[config.mk]
export PLATFORM = sky130hd
export DESIGN_NAME = spi_dac_rx_flat
export DESIGN_NICKNAME = d
export VERILOG_FILES = /design/src/rtl/spi_dac_pkg.sv /design/src/rtl/spi_dac_rx_if.sv /design/src/rtl/spi_dac_rx_sat_counter.sv /design/src/rtl/spi_dac_rx.sv /design/src/flat_wrapper.sv
export SDC_FILE = /design/constraint.sdc
export NUM_CORES = 1
export LEC_CHECK = 0
export ABC_AREA = 1
export CAP_MARGIN = 40
export CORE_MARGIN = 4
export CORE_UTILIZATION = 55
export DETAILED_ROUTE_END_ITERATION = 6
export PLACE_DENSITY = 0.8
export SLEW_MARGIN = 20
export SYNTH_ARGS = -nofsm -noshare
export SYNTH_HDL_FRONTEND = slang
export SYNTH_SLANG_ARGS = --single-unit
[constraint.sdc]
create_clock -name clk -period 2.4 [get_ports clk]
set_input_delay 0.36 -clock clk [delete_from_list [all_inputs] [get_ports clk]]
set_output_delay 0.36 -clock clk [all_outputs]
set_load 0.02 [all_outputs]
[src/rtl/spi_dac_pkg.sv]
// Shared constants and FSM encoding for the spi_dac serial DAC link.
package spi_dac_pkg;

  localparam int          FRAME_BITS  = 16;
  localparam int          DATA_MSB    = 11;
  localparam int          DATA_LSB    = 4;
  localparam logic [15:0] PAD_HI_MASK = 16'hF000;
  localparam logic [15:0] PAD_LO_MASK = 16'h000F;

  typedef enum logic [1:0] {ARM, IDLE, SHIFT, LONG} rx_state_e;

endpackage

[src/rtl/spi_dac_rx_if.sv]
// Serial link inputs and status outputs of the spi_dac frame receiver.
interface spi_dac_rx_if #(parameter int CNT_W = 16);

  logic             din;
  logic             dsync_n;
  logic [7:0]       rx_data;
  logic             rx_valid;
  logic             err_short;
  logic             err_long;
  logic             err_pad;
  logic [CNT_W-1:0] frame_cnt;
  logic [CNT_W-1:0] err_cnt;

  modport master (
    output din, dsync_n,
    input  rx_data, rx_valid, err_short, err_long, err_pad, frame_cnt, err_cnt
  );

  modport slave (
    input  din, dsync_n,
    output rx_data, rx_valid, err_short, err_long, err_pad, frame_cnt, err_cnt
  );

endinterface

[src/rtl/spi_dac_rx_sat_counter.sv]
// Up-counter that sticks at all ones instead of wrapping.
module sat_counter #(
  parameter int WIDTH = 16
) (
  input  logic             clk,
  input  logic             rst,
  input  logic             inc,
  input  logic             clear,
  output logic [WIDTH-1:0] count
);

  always_ff @(posedge clk or posedge rst) begin
    if (rst) begin
      count <= '0;
    end else if (clear) begin
      count <= '0;
    end else if (inc && (count != '1)) begin
      count <= count + 1'b1;
    end
  end

endmodule

[src/rtl/spi_dac_rx.sv]
// Deserialises and checks 16-bit spi_dac frames; reports the DAC code and framing errors.
//   state | meaning
//   ARM   | after reset, discard any frame in flight until sync is seen high
//   IDLE  | between frames, waiting for sync low
//   SHIFT | collecting frame bits MSB first
//   LONG  | frame exceeded 16 bits, ignore bits until sync goes high
module spi_dac_rx
  import spi_dac_pkg::*;
#(
  parameter int CNT_W = 16
) (
  input  logic         clk,
  input  logic         rst,
  spi_dac_rx_if.slave  bus
);

  logic             din_r;
  logic             sync_r;
  logic             sync_vld;
  rx_state_e        state, state_n;
  logic [4:0]       bit_cnt, bit_cnt_n;
  logic [15:0]      shreg, shreg_n;
  logic             good_n, short_n, long_n, pad_n;
  logic [7:0]       rx_data;
  logic             rx_valid, err_short, err_long, err_pad;
  logic [CNT_W-1:0] frame_cnt;
  logic [CNT_W-1:0] err_cnt;

  // sync_vld marks that sync_r holds a real sample rather than its reset value,
  // so ARM cannot mistake the reset value for an idle line mid-frame.
  always_ff @(posedge clk or posedge rst) begin
    if (rst) begin
      din_r    <= 1'b0;
      sync_r   <= 1'b1;
      sync_vld <= 1'b0;
    end else begin
      din_r    <= bus.din;
      sync_r   <= bus.dsync_n;
      sync_vld <= 1'b1;
    end
  end

  always_comb begin
    state_n   = state;
    bit_cnt_n = bit_cnt;
    shreg_n   = shreg;
    good_n    = 1'b0;
    short_n   = 1'b0;
    long_n    = 1'b0;
    pad_n     = 1'b0;
    case (state)
      ARM: begin
        if (sync_vld && sync_r) state_n = IDLE;
      end
      IDLE: begin
        if (!sync_r) begin
          state_n   = SHIFT;
          bit_cnt_n = 5'd1;
          shreg_n   = {shreg[14:0], din_r};
        end
      end
      SHIFT: begin
        if (sync_r) begin
          state_n = IDLE;
          if (bit_cnt < 5'(FRAME_BITS)) begin
            short_n = 1'b1;
          end else if ((shreg & (PAD_HI_MASK | PAD_LO_MASK)) != 16'h0000) begin
            pad_n = 1'b1;
          end else begin
            good_n = 1'b1;
          end
        end else if (bit_cnt == 5'(FRAME_BITS)) begin
          state_n = LONG;
        end else begin
          bit_cnt_n = bit_cnt + 5'd1;
          shreg_n   = {shreg[14:0], din_r};
        end
      end
      LONG: begin
        if (sync_r) begin
          state_n = IDLE;
          long_n  = 1'b1;
        end
      end
      default: state_n = ARM;
    endcase
  end

  always_ff @(posedge clk or posedge rst) begin
    if (rst) begin
      state     <= ARM;
      bit_cnt   <= 5'd0;
      shreg     <= 16'h0000;
      rx_data   <= 8'h00;
      rx_valid  <= 1'b0;
      err_short <= 1'b0;
      err_long  <= 1'b0;
      err_pad   <= 1'b0;
      frame_cnt <= '0;
    end else begin
      state     <= state_n;
      bit_cnt   <= bit_cnt_n;
      shreg     <= shreg_n;
      rx_valid  <= good_n;
      err_short <= short_n;
      err_long  <= long_n;
      err_pad   <= pad_n;
      if (good_n) begin
        rx_data   <= shreg[DATA_MSB:DATA_LSB];
        frame_cnt <= frame_cnt + 1'b1;
      end
    end
  end

  sat_counter #(.WIDTH(CNT_W)) u_err_cnt (
    .clk   (clk),
    .rst   (rst),
    .inc   (short_n | long_n | pad_n),
    .clear (1'b0),
    .count (err_cnt)
  );

  assign bus.rx_data   = rx_data;
  assign bus.rx_valid  = rx_valid;
  assign bus.err_short = err_short;
  assign bus.err_long  = err_long;
  assign bus.err_pad   = err_pad;
  assign bus.frame_cnt = frame_cnt;
  assign bus.err_cnt   = err_cnt;

endmodule

[src/flat_wrapper.sv]
// flat-port wrapper written by rule: the top's interface ports become plain ports
module spi_dac_rx_flat import spi_dac_pkg::*;
#(
  parameter int CNT_W = 16
)
  (clk, rst, bus_din, bus_dsync_n, bus_rx_data, bus_rx_valid, bus_err_short, bus_err_long, bus_err_pad, bus_frame_cnt, bus_err_cnt);
  spi_dac_rx_if #(.CNT_W(CNT_W)) bus_i ();
  input  logic clk;
  input  logic rst;
  input wire logic [$bits(bus_i.din)-1:0] bus_din;
  input wire logic [$bits(bus_i.dsync_n)-1:0] bus_dsync_n;
  output wire logic [$bits(bus_i.rx_data)-1:0] bus_rx_data;
  output wire logic [$bits(bus_i.rx_valid)-1:0] bus_rx_valid;
  output wire logic [$bits(bus_i.err_short)-1:0] bus_err_short;
  output wire logic [$bits(bus_i.err_long)-1:0] bus_err_long;
  output wire logic [$bits(bus_i.err_pad)-1:0] bus_err_pad;
  output wire logic [$bits(bus_i.frame_cnt)-1:0] bus_frame_cnt;
  output wire logic [$bits(bus_i.err_cnt)-1:0] bus_err_cnt;
  assign bus_i.din = bus_din;
  assign bus_i.dsync_n = bus_dsync_n;
  assign bus_rx_data = bus_i.rx_data;
  assign bus_rx_valid = bus_i.rx_valid;
  assign bus_err_short = bus_i.err_short;
  assign bus_err_long = bus_i.err_long;
  assign bus_err_pad = bus_i.err_pad;
  assign bus_frame_cnt = bus_i.frame_cnt;
  assign bus_err_cnt = bus_i.err_cnt;
  spi_dac_rx #(.CNT_W(CNT_W)) u_core (.clk(clk), .rst(rst), .bus(bus_i));
endmodule
# Yosys cells after proc, flatten, opt, wreduce, memory -nomap -nowiden
# Index checks and enable logic that the tools add are counted.
[totals] ff_bits=70 in_bits=4 out_inout_bits=44 wordCells=64
[classes] addsub=3 n_lt_le_gt_ge=1 eq_ne=11 n_mux=27 n_bitwise=2 n_reduce_logical=7
[ops] operator="16-bit two-way mux" count=3
[ops] operator="16-bit by 1-bit adder with 16-bit output (second input constant)" count=2
[ops] operator="16-bit one-hot mux with 2 select lines" count=1
[ops] operator="16-bit != test (second input constant)" count=1
[ops] operator="16-bit nonzero test" count=1
[ops] operator="5-bit two-way mux" count=3
[ops] operator="1-bit two-way mux" count=13
[ops] operator="2-bit two-way mux" count=5
[ops] operator="5-bit one-hot mux with 2 select lines" count=1
[ops] operator="2-bit one-hot mux with 4 select lines" count=1
[ops] operator="4-bit AND reduction" count=2
[ops] operator="2-bit != test (second input constant)" count=3
[ops] operator="5-bit by 1-bit adder with 5-bit output (second input constant)" count=1
[ops] operator="5-bit == test (second input constant)" count=1
[ops] operator="5-bit < comparator (second input constant)" count=1
[ops] operator="2-bit == test (second input constant)" count=2
[ops] operator="2-bit by 1-bit != test with 1-bit output (second input constant)" count=2
[ops] operator="3-bit by 1-bit != test with 1-bit output (second input constant)" count=1
[ops] operator="2-bit by 1-bit == test with 1-bit output (second input constant)" count=1
[ops] operator="1-bit logical AND" count=2
[ops] operator="2-bit zero test" count=1
[ops] operator="1-bit OR" count=2
[ops] operator="2-bit nonzero test" count=1

# Logic depth before layout (Yosys ltp)
[logic_depth] depth_word=7 depth_mapped=11 ltp_nobuf=10

# Cells and area by module
# From an unflattened synthesis, not the netlist that was laid out.
[unflattened] cells_unflattened=485 hier_area_um2=3693.5
[modules_own_cells] module="spi_dac_rx" n_inst=1 cells_per_inst=326 area_each_um2=2610.0 seq_area_each_um2=1352.5
[modules_own_cells] module="sat_counter" n_inst=1 cells_per_inst=159 area_each_um2=1083.5 seq_area_each_um2=400.4

# Worst setup path after synthesis
# No wires, ideal clock.
[synth_timing] path_kind="reg2reg" from="reg u_core.u_err_cnt.count[0]" to="reg u_core.u_err_cnt.count[10]" setup_ns=0.118 t_arrival_ns=1.539 t_required_ns=2.282 slack_ns=0.743 path_stages_with_launch=10 path_buffers=1 synth_period_minus_slack_ns=1.657 path_cell_list="dfrtp_1 ha_1 nand3_1 inv_2 nand2_4 nor2_4 inv_2 buf_2 nand3_1 nand2_1"
[synth_between] elab_chain_len=2 word_cells_on_any_way=3 cone_classes="add/sub (1); eq/ne (1); reduce/logical (1)"
[synth_lines] element="start, declared" line="spi_dac_rx_sat_counter.sv:9" text="output logic [WIDTH-1:0] count"
[synth_lines] element="start signal, assigned" line="spi_dac_rx_sat_counter.sv:18" text="count <= count + 1'b1;"
[synth_lines] element="branches (longest 2 deep; another with 16-bit by 1-bit adder with 16-bit output)"
# Parallel ways; which one is timed is not known.
# A chain may end at the register's enable or synchronous reset.

# Final worst setup path
[layout_timing] from="reg u_core.state[0]" to="reg u_core.frame_cnt[12], in the netlist u_core.bus.frame_cnt[12]"
[layout_between] elab_chain_len=2
[layout_lines] element="start, declared" line="spi_dac_rx.sv:20" text="rx_state_e state, state_n;"
[layout_lines] element="start signal, assigned" line="spi_dac_rx.sv:101" text="state <= state_n;"
[layout_lines] element="2-bit == test" line="spi_dac_rx.sv:51" text="case (state)"
[layout_lines] element="1-bit two-way mux" line="spi_dac_rx.sv:51"
[layout_lines] element="end signal, assigned" line="spi_dac_rx.sv:110" text="frame_cnt <= frame_cnt + 1'b1;"
[layout_lines] element="end, declared" line="spi_dac_rx.sv:26" text="logic [CNT_W-1:0] frame_cnt;"
# No other way between the ends.

==> impl_metrics.py <==
metrics = {
    "global_route": {
        "grt_max_degree": 71,
        "antenna_found_initial": 0,
        "grt_usage_pct": 20.9,
        "grt-ovfl-total": 0,
        "grt_pass1_vias": 2792,
        "grt_pass1_wl_um": 12600,
    },
    "yosys": {
        "synth_xor_area_share_pct": 4.50,
        "synth.cell_area_um2": 3510,
        "synthesis.nets": 460,
        "synth_top_family_by_area": "simple AND/OR/NAND/NOR gates",
        "synthMuxAreaShare_pct": 0,
        "yosys.cell_types.count": 25,
        "ys_ff_latch": 70,
        "syn_inst": 447,
        "netlist.area_leader.share_pct": 49.2,
        "synth_adder_area_share_pct": 3.21,
        "synth_area_per_cell_um2": 7.85,
        "synth_top_area_cell": "dfrtp_1",
        "synth-simple-area-share_pct": 30.9,
        "ys_seq_area_share_pct": 50.0,
        "synth_compound_gate_area_share_pct": 4.64,
        "ys_top_cells_by_area": "dfrtp_1 49%, nand2_1 18%, nor2_1 4.9%",
        "ys_warn_count": 0,
    },
    "finish": {
        "layout_common_cells": "167 x nand2_1, 69 x dfrtp_1, 47 x clkdlybuf4s50_1",
        "layout_commonest_cell": "nand2_1",
        "drive_gt1_share_pct": 5.74,
        "fillerInstances": 490,
        "finalNetCount": 513,
        "area_growth_pct": 21.5,
        "n_antenna_cell": 0,
    },
    "placement": {
        "hpwl_um": 5210,
        "place.gp.congestion": 0.834,
        "port_buffers": 47,
    },
    "clock_network": {
        "tritoncts": "yes",
        "cts_buffers": 9,
        "holdBufCountCts": 0,
        "cts_root_buffer": "clkbuf_8",
        "clk_pin_slew_ps": 80,
        "cts.path.max_buffers": 2,
        "clock-sinks": 70,
        "ctsResizeCount": 0,
        "ctsHtreeMaxLevel": 3,
        "postCtsSetupBuffers": 0,
        "clkLatencyLatePin_ps": 340,
    },
    "power": {
        "pwr-share-comb_pct": 24.3,
        "total_power_mw": 3.27,
        "pwr-share-clk_pct": 29.2,
        "seqPwrFrac_pct": 46.5,
        "power.density_nw_per_um2": 768,
        "p_sw_share_pct": 33.8,
        "p_sw_mw": 1.10,
        "peakVddDrop_uv": 507,
        "leakage_nw": 2.07,
        "p_int_mw": 2.17,
    },
    "worst_setup_path": {
        "slowest_stage": "dfrtp_1",
        "cp.required_ps": 2630,
        "max_stage_delay_ps": 440,
        "crit_fanout": 10,
        "path_common_cell": "nand2_1",
        "startpoint_type": "flip-flop",
        "crit_arrival_ps": 2190,
        "crit_chain": "inv_1, ha_1, nand2_1, nor2_1, nand2_1, nor2_1, nand2_1, nand2_1, nand2_1",
        "end_kind": "flip-flop",
        "crit_type": "flip-flop to flip-flop",
    },
    "floorplan": {
        "start_util_pct": 57.9,
        "die_w_um": 87.9,
        "core_area_um2": 6060,
        "rows": 28,
        "die_area_um2": 7720,
        "die_h_um": 87.9,
        "io_pins": 48,
    },
    "sta": {
        "max_freq_ghz": 0.511,
        "period_needed_ps": 1960,
        "drv_slew": 0,
        "period_share_pct": 81.6,
        "fin_setup_tns_ps": 0,
        "setup_viol": 0,
        "finClkSkew_ps": 10.6,
        "rsz0062_at_grt": "false",
        "hold_viol_final": 0,
    },
    "drt": {
        "drtIter0Drc": 137,
        "num_vias": 2979,
        "ant_nets": 0,
        "drc": 0,
        "wl_per_cell_um": 12.6,
        "viasPerCell": 5.14,
        "drtPass1Iterations": 4,
        "wirelength_um": 7290,
    },
    "worst_hold_path": {
        "hp-class": "primary input to asynchronous set/reset pin",
    },
    "run": {
        "maxCapViolCount": 0,
    },
    "status": {
        "run_status": "completed",
    },
}
cells by family after synthesis:
kind of cell | count (synthesis)
simple gates | 261
flops | 70
buf+inv | 56
compound gates | 32
xor+xnor | 18
fa+ha+maj | 9
other cells | 1
worst paths after layout:
check                      cells past startpoint                                     to  slack, ps                        start
setup / recovery                               9   u_core.bus.frame_cnt[12]$_DFFE_PP0P_        440  u_core.state[0]$_DFFE_PP0P_
setup reg to reg                               9   u_core.bus.frame_cnt[12]$_DFFE_PP0P_        440  u_core.state[0]$_DFFE_PP0P_
max in group asynchronous                      3                u_core.sync_r$_DFF_PP1_       1680                          rst
hold reg to reg                                2            u_core.shreg[0]$_DFFE_PP0P_        450       u_core.din_r$_DFF_PP0_
min in group clk                               1                u_core.sync_r$_DFF_PP1_        420                  bus_dsync_n
hold / removal                                 3  u_core.u_err_cnt.count[7]$_DFFE_PP0P_        410                          rst
power by group through the flow:
stage                     logic [mW]  registers, mW  clock network (mW)
after floorplan                0.552           1.55                   0
after global placement         0.776           1.52                   0
after detailed placement       0.804           1.54                   0
after CTS                      0.805           1.52               0.977
after global routing           0.905           1.55                1.04
final                          0.794           1.52               0.955
synthesized netlist by cell type, drive strengths merged:
cell / count
nand4: 8
clkbuf: 2
dfrtp: 69
nand3: 31
or2: 1
xor2: 14
ha: 9
conb: 1
nor2: 48
nand2: 169
dfstp: 1
inv: 46
o211ai: 1
buf: 8
nand3b: 3
xnor2: 4
nor3: 1
a21oi: 3
o21ai: 28
routing by layer:
| layer | share of wire [%] | vias to the layer above | track usage, % |
|---|---|---|---|
| met4 | 0.89 | 0 | 5.44 |
| met3 | 5.2 | 9 | 5.83 |
| li1 | - | 1495 | - |
| met1 | 47 | 1399 | 28.3 |
| met2 | 47 | 76 | 33.4 |
| met5 | 0 | - | 0 |
stage by stage:
step                      utilization, %  hold WS, ps  setup slack, ps  cells  area (µm²)
after detailed placement            67.0          443              472    564        4060
after CTS                           70.3          411              453    580        4260
after global routing                70.3          412              243    580        4260
final                               70.3          413              443    580        4260
after global placement              67.0          439              585    564        4060
after floorplan                        -          364              273    447        3510
final cells by class:
| class | instances | area [µm²] | area share [%] |
|---|---|---|---|
| multi-input combinational | 321 | 1520 | 35.7 |
| timing repair buffer | 52 | 520 | 12.2 |
| tap | 75 | 93.8 | 2.20 |
| sequential | 70 | 1750 | 41.1 |
| clock inverter | 5 | 58.8 | 1.38 |
| inverter | 46 | 173 | 4.05 |
| clock buffer | 11 | 141 | 3.32 |
worst max-delay path, delay by kind of cell, from the launching register on:
family        cells  cell delay [ps]
simple gates      7             1010
flops             1              440
fa+ha+maj         1              310
buf+inv           1              100
sequential cells by signal (all words and copies together) (netlist names), 2 cells and up:
signal / flops
u_core.bus.rx_data: 8
u_core.bit_cnt: 5
u_core.state: 2
u_core.u_err_cnt.count: 16
u_core.shreg: 16
u_core.bus.frame_cnt: 16
Power figures use the tool's default switching activity.
==> variant (same flow settings) <==
Take the reset off `shreg` and load it in a clocked block of its own.
--- a/src/rtl/spi_dac_rx.sv
+++ b/src/rtl/spi_dac_rx.sv
@@ -90,7 +90,6 @@
     if (rst) begin
       state     <= ARM;
       bit_cnt   <= 5'd0;
-      shreg     <= 16'h0000;
       rx_data   <= 8'h00;
       rx_valid  <= 1'b0;
       err_short <= 1'b0;
@@ -100,7 +99,6 @@
     end else begin
       state     <= state_n;
       bit_cnt   <= bit_cnt_n;
-      shreg     <= shreg_n;
       rx_valid  <= good_n;
       err_short <= short_n;
       err_long  <= long_n;
@@ -110,6 +108,10 @@
         frame_cnt <= frame_cnt + 1'b1;
       end
     end
+  end
+
+  always_ff @(posedge clk) begin
+    shreg <= shreg_n;
   end
 
   sat_counter #(.WIDTH(CNT_W)) u_err_cnt (
Formal check against the unedited RTL: same outputs for any inputs over 10 cycles, from zero or initial values and one cycle with rst high; that may be too few to reach the edited logic, so the function may still have changed.
==> variant against the unedited design <==
Combinational power fell by 33%. Clock power fell by 8.3%. Largest cell class unchanged. Area after synthesis fell by 1.2%. Total power shrank 11%. Routed wire length decreased by 3.5%. Sequential power barely moved. Cell area decreased by 0.91%. Sequential share of layout area increased by 2.3 points. Sequential cell count unchanged. Worst hold slack worse by 0.10 ns. Critical path depth decreased by 8. Die area is 1.1% lower. Worst setup slack better by 0.12 ns.
==> variant: results (changes against the unedited design) <==
* IO Port Bufs at 47 (unchanged)
* Peak supply drop at 0.447 mV (-12%)
* Detailed-route wire length per cell at 12.9 microns (+2.9%)
* Area share of fa/ha/maj cells after synthesis at 3.25% (+0.041 points)
* Net Count, Synth at 418 (-9.1%)
* Synth Area in XOR/XNOR at 4.55% (+0.057 points)
* Post-synth top flop: dfrtp_1
* Top cells by count, synth: 150 x nand2_1, 53 x dfrtp_1, 46 x nor2_1
* R2r worst-path depth at 6 (-3)
* Layout cells sized above 1 at 9.59% (+3.9 points)
* Clk slew on worst S/H paths at 0.08 ns (about the same)
* Post-synthesis mux area share at 0% (unchanged)
* Placed insts at 528 (-6.4%)
* GRT Overall Usage at 20.6% (-0.29 points)
* Dpl ws at 0.614 ns (+0.142 ns)
* HP Class: in2async
* Vias at 2768 (-7.1%)
* Post-DP HPWL at 5.21 mm (about the same)
* Synth Warn # at 0 (unchanged)
* Leakage at 1.97 nW (-4.6%)
* Worst skew pair latency at about 0.35 ns
* DRT iter0 DRCs at 155 (+13%)
* Worst path slowest cell: clkdlybuf4s50_1
* Post-synth EDFFs at 16 (+16)
* Post-CTS Setup Bufs at 0 (unchanged)
* First-pass GRT wire length at 12.3 mm (-2.9%)
* Initial antenna violation count at 0 (unchanged)
* Sequential-to-total area share from yosys stat at 52.9% (+2.9 points)
* 1st-pass router iterations at 4 (unchanged)
* Max frequency at 544 MHz (+6.4%)
* Crit-path max FO at 7 (-3)
* Slowest stage delay, CP at 0.65 ns (+0.21 ns)
* Clk buf depth at 2 (unchanged)
* Post-CTS sizing at 0 (unchanged)
* Layout Nets at 477 (-7.0%)
* Data arrival, critical path at 1.48 ns (-0.71 ns)
* Crit path max-delay family: buffers and inverters
* Antenna Diode Count at 0 (unchanged)
* Top flop regs: u_core.bus.frame_cnt: 16 flops, u_core.shreg: 16 flops, u_core.u_err_cnt.count: 16 flops
* Synth Area in Compound Gates at 2.93% (-1.7 points)
* Routed WL at 7.03 mm (-3.5%)
* Ys async rst share at 77.1% (-23 points)
* Largest net degree at the start of global routing at 25 (-65%)
* Cts bufs inserted at 9 (unchanged)
* Clk Tree Root Cell: clkbuf_8
* Placer Congestion at 0.829 (-0.61%)
* Synth unique cells at 30 (+20%)
* Synth top area cells: dfrtp_1 38%, nand2_1 16%, edfxtp_1 14%, nor2_1 5.0%, nand3_1 4.5%
* H-tree levels at 3 (unchanged)
* Status: complete, no violations
* Skew final at 0.00831 ns (-0.00226 ns)
* Mean post-synth cell area at 8.55 sq um (+9.0%)
## variant: cell count changes in the layout (fill, tap and decap cells not counted), sizes merged, moves of 3 or more
cell	change
dfrtp	-16
edfxtp	+16
o21ai	-12
inv	-10
nand2	-8
xnor2	+3
xor2	-3
## variant: path summary, 6_finish.rpt
path | slack [ns] | endpoint | from
worst max-delay path | 0.56 | bus_err_cnt[12] | u_core.u_err_cnt.count[12]
max in group asynchronous | 1.54 | u_core.sync_r | rst
min in group clk | 0.42 | u_core.sync_r | bus_dsync_n
worst max register to register | 0.58 | u_core.shreg[13] | u_core.state[0]
worst min register to register | 0.42 | u_core.shreg[0] | u_core.din_r
worst min-delay path | 0.31 | u_core.bus.rx_data[4] | rst
## variant: area by class of cell
type,instances,area (sq um)
sequential,70,1830
multi-input combinational,299,1470
timing repair buffer,51,513
tap,75,93.8
clock inverter,7,57.6
inverter,33,129
fill,479,1800
clock buffer,9,124
## variant: per-stage QoR
step	total power [W]	hold WS [ns]	instance area [sq um]	util, %
finish	0.00293	0.311	4220	70.1
global route	0.00308	0.364	4220	70.1
CTS	0.00295	0.310	4220	70.1
detailed placement	0.00207	0.409	4040	67.0
global placement	0.00204	0.401	4040	67.0
floorplan	0.00189	0.364	3460	-
## variant: metal layers
metal / track usage, % / wire length, microns / part of all wire, % / up-vias
met4: 10.9 / 123 / 1.7 / 0
met2: 33.3 / 3320 / 47 / 69
met5: 0 / 0 / 0 / -
met1: 26.8 / 3240 / 46 / 1289
li1: - / - / - / 1396
met3: 3.03 / 349 / 5.0 / 14
## variant: power breakdown
part           switching, W  internal (W)
clock network      0.000488      0.000388
registers          0.000116       0.00140
logic              0.000342      0.000192
total              0.000946       0.00198
